**src/rtl/trap_controller.sv**
```systemverilog
// trap_controller
//   Machine-mode trap sequencer between the pipeline and the CSR file.
//   Prioritises memory-stage exceptions over fetch-stage exceptions, then
//   interrupts, then MRET. Drains the pipeline via FLUSH/PIPE_EMPTY, then
//   pulses TRAP_TAKE (or RET_TAKE) for one cycle with the trap data.
//
// Ports
//   CLK, RST               clock, synchronous active-high reset
//   F_IAM/F_IAF/F_II       fetch-stage exceptions
//   ECALL/EBREAK           environment call / breakpoint (memory stage)
//   MEM_LAM/LAF/SAM/SAF    load/store misaligned / access fault
//   PRIVILEGE              current privilege level
//   F_PC/F_TVAL            fetch-stage PC and trap value
//   MEM_PC/MEM_TVAL        memory-stage PC and trap value
//   IRQ/MIE_MASK/GIE       interrupt requests, per-line and global enables
//   RESUME_PC              oldest uncommitted PC (interrupt EPC)
//   MTVEC/MEPC             CSR values
//   MRET/PIPE_EMPTY        MRET request, pipeline drained
//   FLUSH/BUSY             drain request, controller not idle
//   TRAP_TAKE/RET_TAKE     one-cycle trap-entry / return pulses
//   CAUSE/EPC/TVAL/REDIRECT_PC  registered trap data
//
// Configuration macro
//   VECTORED_MODE_EN : when defined, interrupts with MTVEC[1:0]==1 target
//                      base + 4*code; otherwise every trap targets base.

module trap_controller #(
  parameter int unsigned XLEN    = 64,
  parameter int unsigned NUM_IRQ = 16
) (
  input  logic               CLK,
  input  logic               RST,
  input  logic               F_IAM,
  input  logic               F_IAF,
  input  logic               F_II,
  input  logic               ECALL,
  input  logic               EBREAK,
  input  logic               MEM_LAM,
  input  logic               MEM_LAF,
  input  logic               MEM_SAM,
  input  logic               MEM_SAF,
  input  logic [1:0]         PRIVILEGE,
  input  logic [XLEN-1:0]    F_PC,
  input  logic [XLEN-1:0]    MEM_PC,
  input  logic [XLEN-1:0]    F_TVAL,
  input  logic [XLEN-1:0]    MEM_TVAL,
  input  logic [NUM_IRQ-1:0] IRQ,
  input  logic [NUM_IRQ-1:0] MIE_MASK,
  input  logic               GIE,
  input  logic [XLEN-1:0]    RESUME_PC,
  input  logic [XLEN-1:0]    MTVEC,
  input  logic [XLEN-1:0]    MEPC,
  input  logic               MRET,
  input  logic               PIPE_EMPTY,
  output logic               FLUSH,
  output logic               BUSY,
  output logic               TRAP_TAKE,
  output logic               RET_TAKE,
  output logic [XLEN-1:0]    CAUSE,
  output logic [XLEN-1:0]    EPC,
  output logic [XLEN-1:0]    TVAL,
  output logic [XLEN-1:0]    REDIRECT_PC
);

  localparam int unsigned IW = $clog2(NUM_IRQ);

  typedef enum logic [1:0] {S_IDLE, S_FLUSH, S_ENTER, S_RETURN} state_t;

  state_t            state_q, state_d;
  logic [XLEN-1:0]   cause_q, cause_d;
  logic [XLEN-1:0]   epc_q, epc_d;
  logic [XLEN-1:0]   tval_q, tval_d;
  logic [XLEN-1:0]   redir_q, redir_d;
  logic              irq_q, irq_d;

  logic              exc_valid, exc_mem;
  logic [4:0]        exc_code;
  logic [NUM_IRQ-1:0] irq_pend;
  logic              irq_valid;
  logic [XLEN-1:0]   irq_code;
  logic [XLEN-1:0]   irq_cause;
  logic [XLEN-1:0]   base;
  logic [XLEN-1:0]   irq_target;

  // Memory stage holds the older instruction, so its group wins over fetch.
  always_comb begin
    exc_valid = 1'b1;
    exc_mem   = 1'b1;
    exc_code  = 5'd0;
    if (EBREAK)       exc_code = 5'd3;
    else if (ECALL)   exc_code = 5'd8 + {3'b000, PRIVILEGE};
    else if (MEM_LAM) exc_code = 5'd4;
    else if (MEM_LAF) exc_code = 5'd5;
    else if (MEM_SAM) exc_code = 5'd6;
    else if (MEM_SAF) exc_code = 5'd7;
    else begin
      exc_mem = 1'b0;
      if (F_IAF)      exc_code = 5'd1;
      else if (F_II)  exc_code = 5'd2;
      else if (F_IAM) exc_code = 5'd0;
      else            exc_valid = 1'b0;
    end
  end

  // Ascending scan: the last pending bit seen is the highest index.
  always_comb begin
    irq_pend  = GIE ? (IRQ & MIE_MASK) : '0;
    irq_valid = |irq_pend;
    irq_code  = '0;
    for (int unsigned i = 0; i < NUM_IRQ; i++) begin
      if (irq_pend[i[IW-1:0]]) irq_code = XLEN'(i);
    end
    irq_cause = {1'b1, irq_code[XLEN-2:0]};
  end

  assign base = {MTVEC[XLEN-1:2], 2'b00};

`ifdef VECTORED_MODE_EN
  assign irq_target = (MTVEC[1:0] == 2'b01) ? base + (irq_code << 2) : base;
`else
  logic unused_mtvec_mode;
  assign unused_mtvec_mode = ^MTVEC[1:0];
  assign irq_target = base;
`endif

  always_comb begin
    state_d = state_q;
    cause_d = cause_q;
    epc_d   = epc_q;
    tval_d  = tval_q;
    redir_d = redir_q;
    irq_d   = irq_q;
    case (state_q)
      S_IDLE: begin
        if (exc_valid) begin
          cause_d = XLEN'(exc_code);
          epc_d   = exc_mem ? MEM_PC : F_PC;
          tval_d  = exc_mem ? MEM_TVAL : F_TVAL;
          redir_d = base;
          irq_d   = 1'b0;
          state_d = S_FLUSH;
        end else if (irq_valid) begin
          cause_d = irq_cause;
          tval_d  = '0;
          redir_d = irq_target;
          irq_d   = 1'b1;
          state_d = S_FLUSH;
        end else if (MRET) begin
          redir_d = MEPC;
          state_d = S_RETURN;
        end
      end
      S_FLUSH: begin
        if (PIPE_EMPTY) begin
          // Interrupt EPC is the resume point once the pipe is drained.
          if (irq_q) epc_d = RESUME_PC;
          state_d = S_ENTER;
        end
      end
      S_ENTER:  state_d = S_IDLE;
      S_RETURN: state_d = S_IDLE;
      default:  state_d = S_IDLE;
    endcase
  end

  always_ff @(posedge CLK) begin
    if (RST) begin
      state_q <= S_IDLE;
      cause_q <= '0;
      epc_q   <= '0;
      tval_q  <= '0;
      redir_q <= '0;
      irq_q   <= 1'b0;
    end else begin
      state_q <= state_d;
      cause_q <= cause_d;
      epc_q   <= epc_d;
      tval_q  <= tval_d;
      redir_q <= redir_d;
      irq_q   <= irq_d;
    end
  end

  assign FLUSH       = (state_q == S_FLUSH);
  assign BUSY        = (state_q != S_IDLE);
  assign TRAP_TAKE   = (state_q == S_ENTER);
  assign RET_TAKE    = (state_q == S_RETURN);
  assign CAUSE       = cause_q;
  assign EPC         = epc_q;
  assign TVAL        = tval_q;
  assign REDIRECT_PC = redir_q;

endmodule

```
**config.mk**
```make
export PLATFORM = sky130hd
export DESIGN_NAME = trap_controller
export DESIGN_NICKNAME = d
export VERILOG_FILES = /design/src/rtl/trap_controller.sv
export SDC_FILE = /design/constraint.sdc
export NUM_CORES = 1
export LEC_CHECK = 0
export BUFFER_PORTS_ARGS = -buffer_cell sky130_fd_sc_hd__buf_2
export CAP_MARGIN = 15
export CORE_AREA = 2 2 295 297
export CTS_CLUSTER_SIZE = 14
export DETAILED_ROUTE_END_ITERATION = 8
export DIE_AREA = 0 0 297 299
export SETUP_SLACK_MARGIN = 0.1
export SYNTH_ARGS = -nofsm -noshare
export SYNTH_HDL_FRONTEND = slang
export SYNTH_SLANG_ARGS = --single-unit
```
**constraint.sdc**
```tcl
create_clock -name CLK -period 2.5 [get_ports CLK]
set_input_delay 0.5 -clock CLK [delete_from_list [all_inputs] [get_ports CLK]]
set_output_delay 0.5 -clock CLK [all_outputs]
set_load 0.02 [all_outputs]
```
==> impl_metrics.csv, run 1 <==
group,metric,value,unit
clocking,cts_max_path_buffers,2,
global_routing,antenna_found_initial,19,
drt,wl_per_cell,16.8,um
setup_path,cp-end-kind,"output pin",
setup_path,critPathMaxFanout,12,
drt,via_per_inst,3.90,
setup_path,r2r_cells,6,
timing,slew_headroom,0.478,
logic_synthesis,synth.lib_cells_used.distinct,50,
setup_path,critPathSlowestCell,"dfxtp_2",
drt,wl_met3,5170,um
clocking,htree_levels,4,
die,ios,756,
clocking,insertion_delay,0.50,ns
logic_synthesis,synth_ff_type,"dfxtp_1",
drt,wl_met1,21300,um
setup_path,path_class,"reg -> out",
logic_synthesis,synth_common_cells,"nand2_1, dfxtp_1, a21oi_1",
drt,drt_iter0_drc,733,
drt,ant_nets,0,
run,maxCapViolCount,0,
clocking,clock-root-buffer,"clkbuf_16",
cells_and_area,fin_nets,2476,
setup_path,slowest_delay,0.56,ns
timing,finalHoldViolCount,0,
clocking,postCtsResizedCells,2,
logic_synthesis,synth.ff_latch_count,199,
drt,routed_wl,52900,um
logic_synthesis,yosysWarnings,0,
timing,finalSetupTns,0,ns
logic_synthesis,synth-async-reset-ratio,0,
min_path,holdPathEnd,"REDIRECT_PC[0]",
global_routing,grt_first_pass_wirelength,74200,um
clocking,clk_pin_slew,0.08,ns
power,powerDensity,563,nW/um2
cells_and_area,drive_gt1_frac,0.433,
global_routing,gr-total-overflow,0,
setup_path,worstReg2RegEnd,"EPC[54]",
clocking,cts_buffers,17,
setup_path,cp_data_required_time,2.00,ns
drt,top_layer,"met5",
global_routing,grt_start_max_net_pins,65,
timing,rsz0062_at_grt,"no",
min_path,hold_path_depth,3,
clocking,cts_setup_buffers,0,
logic_synthesis,syn-cell-area,10200,um2
drt,wl_met2,24000,um
placement,gp_congestion,0.867,
clocking,cts.sink_count,199,
setup_path,path_cells,"nand2b_4 -> inv_1 -> buf_2",
drt,vias,12300,
min_path,hp-class,"in -> reg",
timing,report.final.slew_viol_count,0,
timing,min_period,2.27,ns
logic_synthesis,synth_edf_count,0,
global_routing,grt_usage,0.114,
logic_synthesis,syn_area_per_cell,7.83,um2
logic_synthesis,synthCells,1306,
min_path,worstHoldStart,"MEPC[0]",
setup_path,regToRegSetupSlack,0.53,ns
setup_path,start_kind,"flop",
cells_and_area,area_growth,55.3,%
logic_synthesis,synth_largest_area_cell,"dfxtp_1",
placement,detailed_place_hpwl,41700,um
die,core_area,85900,um2
logic_synthesis,post-synth-top-count-cell,"nand2_1",
drt,first_pass_iters,5,
power,ir_drop,0.531,mV
logic_synthesis,synth_top_area_share,0.389,
logic_synthesis,yosysSeqAreaShare,0.389,
placement,portBuffers,694,
clocking,cts_tree,"yes",
timing,setup_violations,0,
status,status,"finished, final reports clean",
setup_path,crit_arrival,1.77,ns
drt,drc,0,
logic_synthesis,synthTopCellsByArea,"dfxtp_1, nand2_1, a21oi_1, a311o_1, o221a_2",
timing,fin_skew,0.0192,ns
setup_path,reg2reg_from,"state_q[0]",
die,die_h,299,um
timing,period_share,0.910,
timing,whs,0.249,ns
global_routing,grt_pass1_vias,11700,
timing,clock.fmax,440,MHz
die,initial_utilization,0.119,
power,total_leakage_power,8.01,nW
die,die-area,88800,um2
timing,tightest_slew,0.784,ns
die,rows,108,
die,die-width,297,um
clocking,cts_hold_buffers,0,
cells by family after synthesis:
group,synth area share
AOI/OAI and AO/OA,0.290
buffers and inverters,0.118
DFF,0.389
other,0.000366
and+or+nand+nor,0.202
where the power goes:
part	switching [mW]	internal [mW]
registers	0.170	3.47
logic	1.48	1.03
clock network	1.47	1.33
total	3.12	5.83
cell type report:
cell class	count	area, um2
inverters	67	251
fillers	9797	70000
flip-flops and latches	199	3990
diodes	4	10.0
well taps	1155	1450
clock buffers	19	443
multi-input cells	924	5350
clock inverters	12	105
repair buffers	771	4310
cell usage in the layout (no fill, tap or decap), types with 27 or more instances in the layout:
master,n
and3_1,27
o221a_2,44
inv_1,67
nand2_1,291
buf_2,693
a311o_1,64
conb_1,59
dfxtp_1,197
nand3_1,44
buf_4,57
nor2_1,94
a21oi_1,132
o211a_1,40
sequential cells by signal, indices dropped and copies added (netlist names):
register     cells
TVAL            64
state_q          2
REDIRECT_PC     64
EPC             64
CAUSE            5
how the worst max path moves through the flow:
stage	end	depth (start not counted)	from	slack [ns]
floorplan	REDIRECT_PC[55]	6	IRQ[9]	0.17
global placement	REDIRECT_PC[37]	7	IRQ[9]	-0.03
detailed placement	REDIRECT_PC[25]	7	IRQ[9]	-0.05
CTS	FLUSH	3	state_q[1]	0.11
global route	FLUSH	3	state_q[1]	0.11
finish	FLUSH	3	state_q[1]	0.23
per-layer routing:
layer  vias up  GRT usage
li1       5864          -
met1      5636      0.129
met2       649      0.183
met3       112     0.0466
met4        20     0.0607
met5         -          0
worst max-delay path, delay by kind of cell (launching register included):
| kind | cells | cell delay [ns] |
|---|---|---|
| flops | 1 | 0.56 |
| simple gates | 1 | 0.43 |
| buf+inv | 2 | 0.23 |
through the flow:
step	power (mW)	setup slack [ns]	cells	util	cell area, um2
after global placement	6.20	-0.0251	3114	0.178	15300
after floorplan	5.06	0.170	1364	-	10500
after CTS	9.14	0.114	3147	0.185	15900
after global routing	9.44	0.111	3148	0.185	15900
final	8.95	0.225	3151	0.185	15900
after detailed placement	6.21	-0.0500	3114	0.178	15300
Power figures use the tool's default switching activity.
==> inputs of run 2 (changes only) <==
--- a/config.mk
+++ b/config.mk
@@ -6,11 +6,10 @@
 export NUM_CORES = 1
 export LEC_CHECK = 0
 export BUFFER_PORTS_ARGS = -buffer_cell sky130_fd_sc_hd__buf_2
-export CAP_MARGIN = 15
-export CORE_AREA = 2 2 295 297
+export CORE_AREA = 2 2 296 298
 export CTS_CLUSTER_SIZE = 14
 export DETAILED_ROUTE_END_ITERATION = 8
-export DIE_AREA = 0 0 297 299
+export DIE_AREA = 0 0 298 300
 export SETUP_SLACK_MARGIN = 0.1
 export SYNTH_ARGS = -nofsm -noshare
 export SYNTH_HDL_FRONTEND = slang
==> constraint.sdc (replaced) <==
create_clock -name CLK -period 2.8 [get_ports CLK]
set_input_delay 0.56 -clock CLK [delete_from_list [all_inputs] [get_ports CLK]]
set_output_delay 0.56 -clock CLK [all_outputs]
set_load 0.02 [all_outputs]
==> run 2 against run 1 <==
Against the previous run: die area increased by 0.67%; cell area decreased by 0.42%; cell count decreased by 0.38%; flip-flop and latch count unchanged; global-route usage increased by 0.33 points; critical endpoint unchanged; largest cell class unchanged.
==> impl_metrics.csv, run 2 (synthesized netlist as in run 1, its figures left out) <==
group,metric,value,unit
setup_path,cp-end-kind,"output pin",
die,die-area,89400,um2
clocking,cts_setup_buffers,0,
drt,wl_per_cell,17.5,um
timing,period_share,0.825,
cells_and_area,fillCellCount,9900,
clocking,cts_buffers,17,
clocking,cts_hold_buffers,0,
setup_path,critPathMaxFanout,43,
cells_and_area,final_common_cell,"buf_2",
global_routing,grt_start_max_net_pins,63,
power,powerDensity,516,nW/um2
die,die_h,300,um
min_path,hp-class,"in -> reg",
timing,report.final.slew_viol_count,0,
drt,first_pass_iters,7,
setup_path,cp_data_required_time,2.24,ns
placement,portBuffers,694,
global_routing,grt_first_pass_wirelength,76100,um
die,core_area,86200,um2
clocking,insertion_delay,0.51,ns
drt,via_per_inst,3.90,
setup_path,crit_family,"simple AND/OR/NAND/NOR gates",
clocking,cts.sink_count,199,
timing,clock.fmax,433,MHz
placement,dpl_cell_area,15200,um2
setup_path,start_kind,"flop",
timing,whs,0.306,ns
setup_path,slowest_delay,0.50,ns
global_routing,grt_usage,0.117,
global_routing,gr-total-overflow,0,
clocking,clk_pin_slew,0.08,ns
drt,ant_nets,0,
timing,setup_slack,0.491,ns
power,ir_drop,0.480,mV
placement,gp_congestion,0.913,
timing,rsz0062_at_grt,"no",
die,die-width,298,um
drt,drc,0,
drt,routed_wl,55100,um
global_routing,antenna_found_initial,20,
die,initial_utilization,0.119,
cells_and_area,area_growth,54.7,%
drt,vias,12200,
min_path,hold_path_depth,3,
cells_and_area,final_area,15800,um2
placement,detailed_place_hpwl,44600,um
clocking,cts_max_path_buffers,2,
die,ios,756,
timing,fin_skew,0.0159,ns
setup_path,crit_arrival,1.75,ns
setup_path,critPathSlowestCell,"nand2b_4",
placement,place_inst,3100,
placement,place_ws,0.112,ns
cells_and_area,final_cell_mix,"buf_2, nand2_1, dfxtp_1",
global_routing,grt_pass1_vias,11500,
timing,setup_violations,0,
cells_and_area,fin_nets,2460,
status,status,"finished, final reports clean",
clocking,clock-root-buffer,"clkbuf_16",
setup_path,critPathBufInv,2,
clocking,postCtsResizedCells,0,
setup_path,crit_cells,3,
timing,tightest_slew,0.813,ns
drt,drt_iter0_drc,972,
die,rows,108,
cells_and_area,instances_no_fill,3139,
clocking,htree_levels,4,
run,maxCapViolCount,0,
clocking,cts_tree,"yes",
timing,slew_headroom,0.458,
timing,min_period,2.31,ns
timing,finalHoldViolCount,0,
power,total_leakage_power,7.96,nW
cells_and_area,drive_gt1_frac,0.428,
setup_path,path_class,"reg -> out",
setup_path,r2r_cells,5,
timing,finalSetupTns,0,ns
setup_path,path_cells,"nand2b_4 -> inv_1 -> buf_2",
run 2: changes by cell type in the layout (fill, tap and decap cells not counted):
| cell | change |
|---|---|
| clkbuf_8 | -1 |
| dfxtp_1 | +2 |
| nand2b_2 | -2 |
| diode_2 | +3 |
| inv_6 | -3 |
| bufinv_16 | +1 |
| clkbuf_1 | -1 |
| inv_8 | +2 |
| buf_4 | -12 |
| dfxtp_2 | -2 |
| clkinv_4 | +1 |
| clkinv_8 | +5 |
| buf_12 | -2 |
| clkinvlp_4 | -3 |
run 2: layout make-up:
type	instances	area, um2	area share
diodes	7	17.5	0.00111
clock buffers	17	425	0.0269
clock inverters	15	199	0.0126
inverters	67	251	0.0159
multi-input cells	922	5330	0.337
flip-flops and latches	199	3980	0.252
well taps	1155	1450	0.0913
repair buffers	757	4180	0.264
run 2: per-layer routing:
metal / routed length [um] / global-route usage
met1: 22500 / 0.139
met2: 24900 / 0.189
met3: 5180 / 0.0384
met4: 2320 / 0.0614
met5: 99 / 0
run 2: report_power, final:
part           total [mW]  internal [mW]  switching (mW)
logic                2.20          0.889            1.32
clock network        2.71           1.30            1.41
registers            3.25           3.10           0.148
total                8.16           5.29            2.87
run 2: per-stage QoR:
step / util / total power [mW]
2_1_floorplan: - / 4.52
3_3_place_gp: 0.176 / 5.52
3_5_place_dp: 0.176 / 5.54
4_1_cts: 0.183 / 8.33
5_1_grt: 0.184 / 8.60
6_report: 0.184 / 8.16
run 2: worst paths after layout:
kind,startpoint,endpoint,slack (ns)
worst max-delay path,state_q[1],FLUSH,0.49
worst max register to register,state_q[1],EPC[4],0.86
worst min register to register,EPC[7],EPC[7],0.45
worst min-delay path,MEPC[1],REDIRECT_PC[1],0.31
run 2: worst register-to-register path, stage by stage (launching register included):
cell and delay, ns:
dfxtp_1 0.41, nand2b_4 0.50, buf_12 0.35, nor2_1 0.16, a311o_1 0.33, a21oi_1 0.12
==> inputs of run 3 (changes only) <==
--- a/config.mk
+++ b/config.mk
@@ -6,10 +6,10 @@
 export NUM_CORES = 1
 export LEC_CHECK = 0
 export BUFFER_PORTS_ARGS = -buffer_cell sky130_fd_sc_hd__buf_2
-export CORE_AREA = 2 2 296 298
+export CORE_AREA = 2 2 295 297
 export CTS_CLUSTER_SIZE = 14
 export DETAILED_ROUTE_END_ITERATION = 8
-export DIE_AREA = 0 0 298 300
+export DIE_AREA = 0 0 297 299
 export SETUP_SLACK_MARGIN = 0.1
 export SYNTH_ARGS = -nofsm -noshare
 export SYNTH_HDL_FRONTEND = slang
==> constraint.sdc (replaced) <==
create_clock -name CLK -period 1.8 [get_ports CLK]
set_input_delay 0.36 -clock CLK [delete_from_list [all_inputs] [get_ports CLK]]
set_output_delay 0.36 -clock CLK [all_outputs]
set_load 0.02 [all_outputs]
==> run 3 against run 2 <==
Against the previous run: the flow now finishes with violations (negative setup slack); flip-flop and latch count did not move; critical path depth rose by 9; global-route usage is 1.4 points higher; routed wire length rose by 16%; count of clock-buffer cells in the layout grew 2; clock skew is 0.025 ns higher; utilization rose by 3.0 points; combinational power up 99%; worst setup slack lost 0.58 ns; die area is 0.67% lower; via count grew 7.0%; critical path type is now in -> reg; highest routed layer unchanged.
==> impl_metrics.csv, run 3 (synthesized netlist as in run 1, its figures left out) <==
group,metric,value,unit
timing,tightest_slew,0.605,ns
drt,ant_nets,0,
power,ir_drop,0.774,mV
setup_path,start_kind,"input pin",
setup_path,cp-end-kind,"flop",
drt,via_per_inst,4.03,
die,initial_utilization,0.119,
drt,vias,13100,
cells_and_area,instances_no_fill,3249,
clocking,clock-root-buffer,"clkbuf_16",
clocking,insertion_delay,0.54,ns
setup_path,path_class,"in -> reg",
timing,finalHoldViolCount,0,
timing,clock.fmax,529,MHz
setup_path,critPathMaxFanout,8,
global_routing,grt_usage,0.131,
power,p_total,13.5,mW
die,die-width,297,um
die,ios,756,
die,core_area,85900,um2
die,die-area,88800,um2
drt,routed_wl,63900,um
clocking,cts_tree,"yes",
placement,dpl_cell_area,15500,um2
cells_and_area,post-route-util,0.213,
timing,report.final.slew_viol_count,0,
cells_and_area,final_cell_mix,"buf_2, nand2_1, dfxtp_1",
clocking,cts.sink_count,199,
global_routing,gr-total-overflow,0,
cells_and_area,final_common_cell,"buf_2",
power,switching_power,4.74,mW
power,power_frac_comb,0.323,
timing,rsz0062_at_grt,"yes",
power,pwr-share-clk,0.303,
die,die_h,299,um
power,total_leakage_power,9.04,nW
power,internal_power,8.78,mW
status,violations,"negative setup slack",
cells_and_area,final_area,18300,um2
power,powerDensity,737,nW/um2
placement,gp_congestion,0.946,
clocking,clk_pin_slew,0.10,ns
placement,place_inst,3133,
power,p_seq_frac,0.374,
cells_and_area,drive_gt1_frac,0.503,
cells_and_area,fin_nets,2569,
timing,fin_skew,0.0409,ns
drt,first_pass_iters,7,
clocking,cts_buffers,17,
clocking,cts_max_path_buffers,2,
placement,place_ws,-0.537,ns
die,rows,108,
global_routing,grt_start_max_net_pins,75,
drt,wl_per_cell,19.7,um
global_routing,grt_pass1_vias,12100,
status,status,"finished, violations left",
timing,setup_violations,95,
cells_and_area,area_growth,79.2,%
run,maxCapViolCount,0,
timing,period_share,1.05,
timing,setup_slack,-0.0908,ns
timing,slew_headroom,0.596,
placement,detailed_place_hpwl,45600,um
drt,drc,0,
setup_path,crit_arrival,2.29,ns
placement,portBuffers,694,
setup_path,cp_data_required_time,2.20,ns
power,switching_share,0.350,
clocking,htree_levels,4,
drt,drt_iter0_drc,903,
global_routing,grt_first_pass_wirelength,83300,um
timing,min_period,1.89,ns
min_path,hp-class,"in -> reg",
global_routing,antenna_found_initial,39,
[run 3: cell type report]
class                      count  area, um2
inverter                      67        254
tap                         1155       1450
multi-input combinational    922       6000
clock buffer                  19        443
timing repair buffer         866       6040
sequential                   199       3990
fill                        9596      67600
antenna                        8       20.0
clock inverter                13        136
[run 3: what timing repair did]
item                                    CTS  global route
gates resized for setup                 116           117
pin swaps                                54            56
buffers inserted                         31            12
hold buffers                              0             0
endpoints found under the setup margin  137           183
endpoints found under the hold margin     0             0
gates cloned                             20            17
[run 3: final timing paths]
kind                            cells past startpoint  slack [ns]        start         endpoint
worst max-delay path                               12       -0.09  MIE_MASK[1]  REDIRECT_PC[55]
worst min-delay path                                2         0.1    MTVEC[60]  REDIRECT_PC[60]
worst max register to register                      8       -0.06   state_q[0]          EPC[37]
worst min register to register                      2        0.45      EPC[46]          EPC[46]
[run 3: critical path, cell delays in order]
cell and delay, ns:
buf_6 0.10, a22o_4 0.27, o41a_1 0.50, buf_6 0.15
nor4_4 0.14, buf_6 0.14, buf_6 0.09, buf_12 0.10
buf_8 0.11, buf_16 0.14, a21oi_2 0.06, o221a_2 0.11
[run 3: power groups by stage]
| stage | Sequential [mW] | Combinational (mW) | Clock, mW |
|---|---|---|---|
| after detailed placement | 5.13 | 3.51 | 0 |
| after CTS | 5.04 | 4.00 | 4.32 |
| after global routing | 5.10 | 4.64 | 4.43 |
| final | 5.05 | 4.37 | 4.10 |
| after floorplan | 5.64 | 1.43 | 0 |
| after global placement | 5.13 | 3.49 | 0 |
[run 3: routing by layer]
| metal | wire length, um | global-route usage | share of wire |
|---|---|---|---|
| met5 | 147 | 0 | 0.0023 |
| met4 | 3080 | 0.0703 | 0.048 |
| met3 | 5730 | 0.0489 | 0.090 |
| met2 | 29300 | 0.212 | 0.46 |
| met1 | 25600 | 0.151 | 0.40 |
[run 3: per-stage QoR]
stage / setup TNS, ns / hold WS (ns)
3_3_place_gp: -82.16 / 0.440
6_report: -4.59 / 0.0957
2_1_floorplan: -29.33 / 0.445
4_1_cts: -1.06 / 0.0301
3_5_place_dp: -84.53 / 0.441
5_1_grt: -7.08 / 0.0532
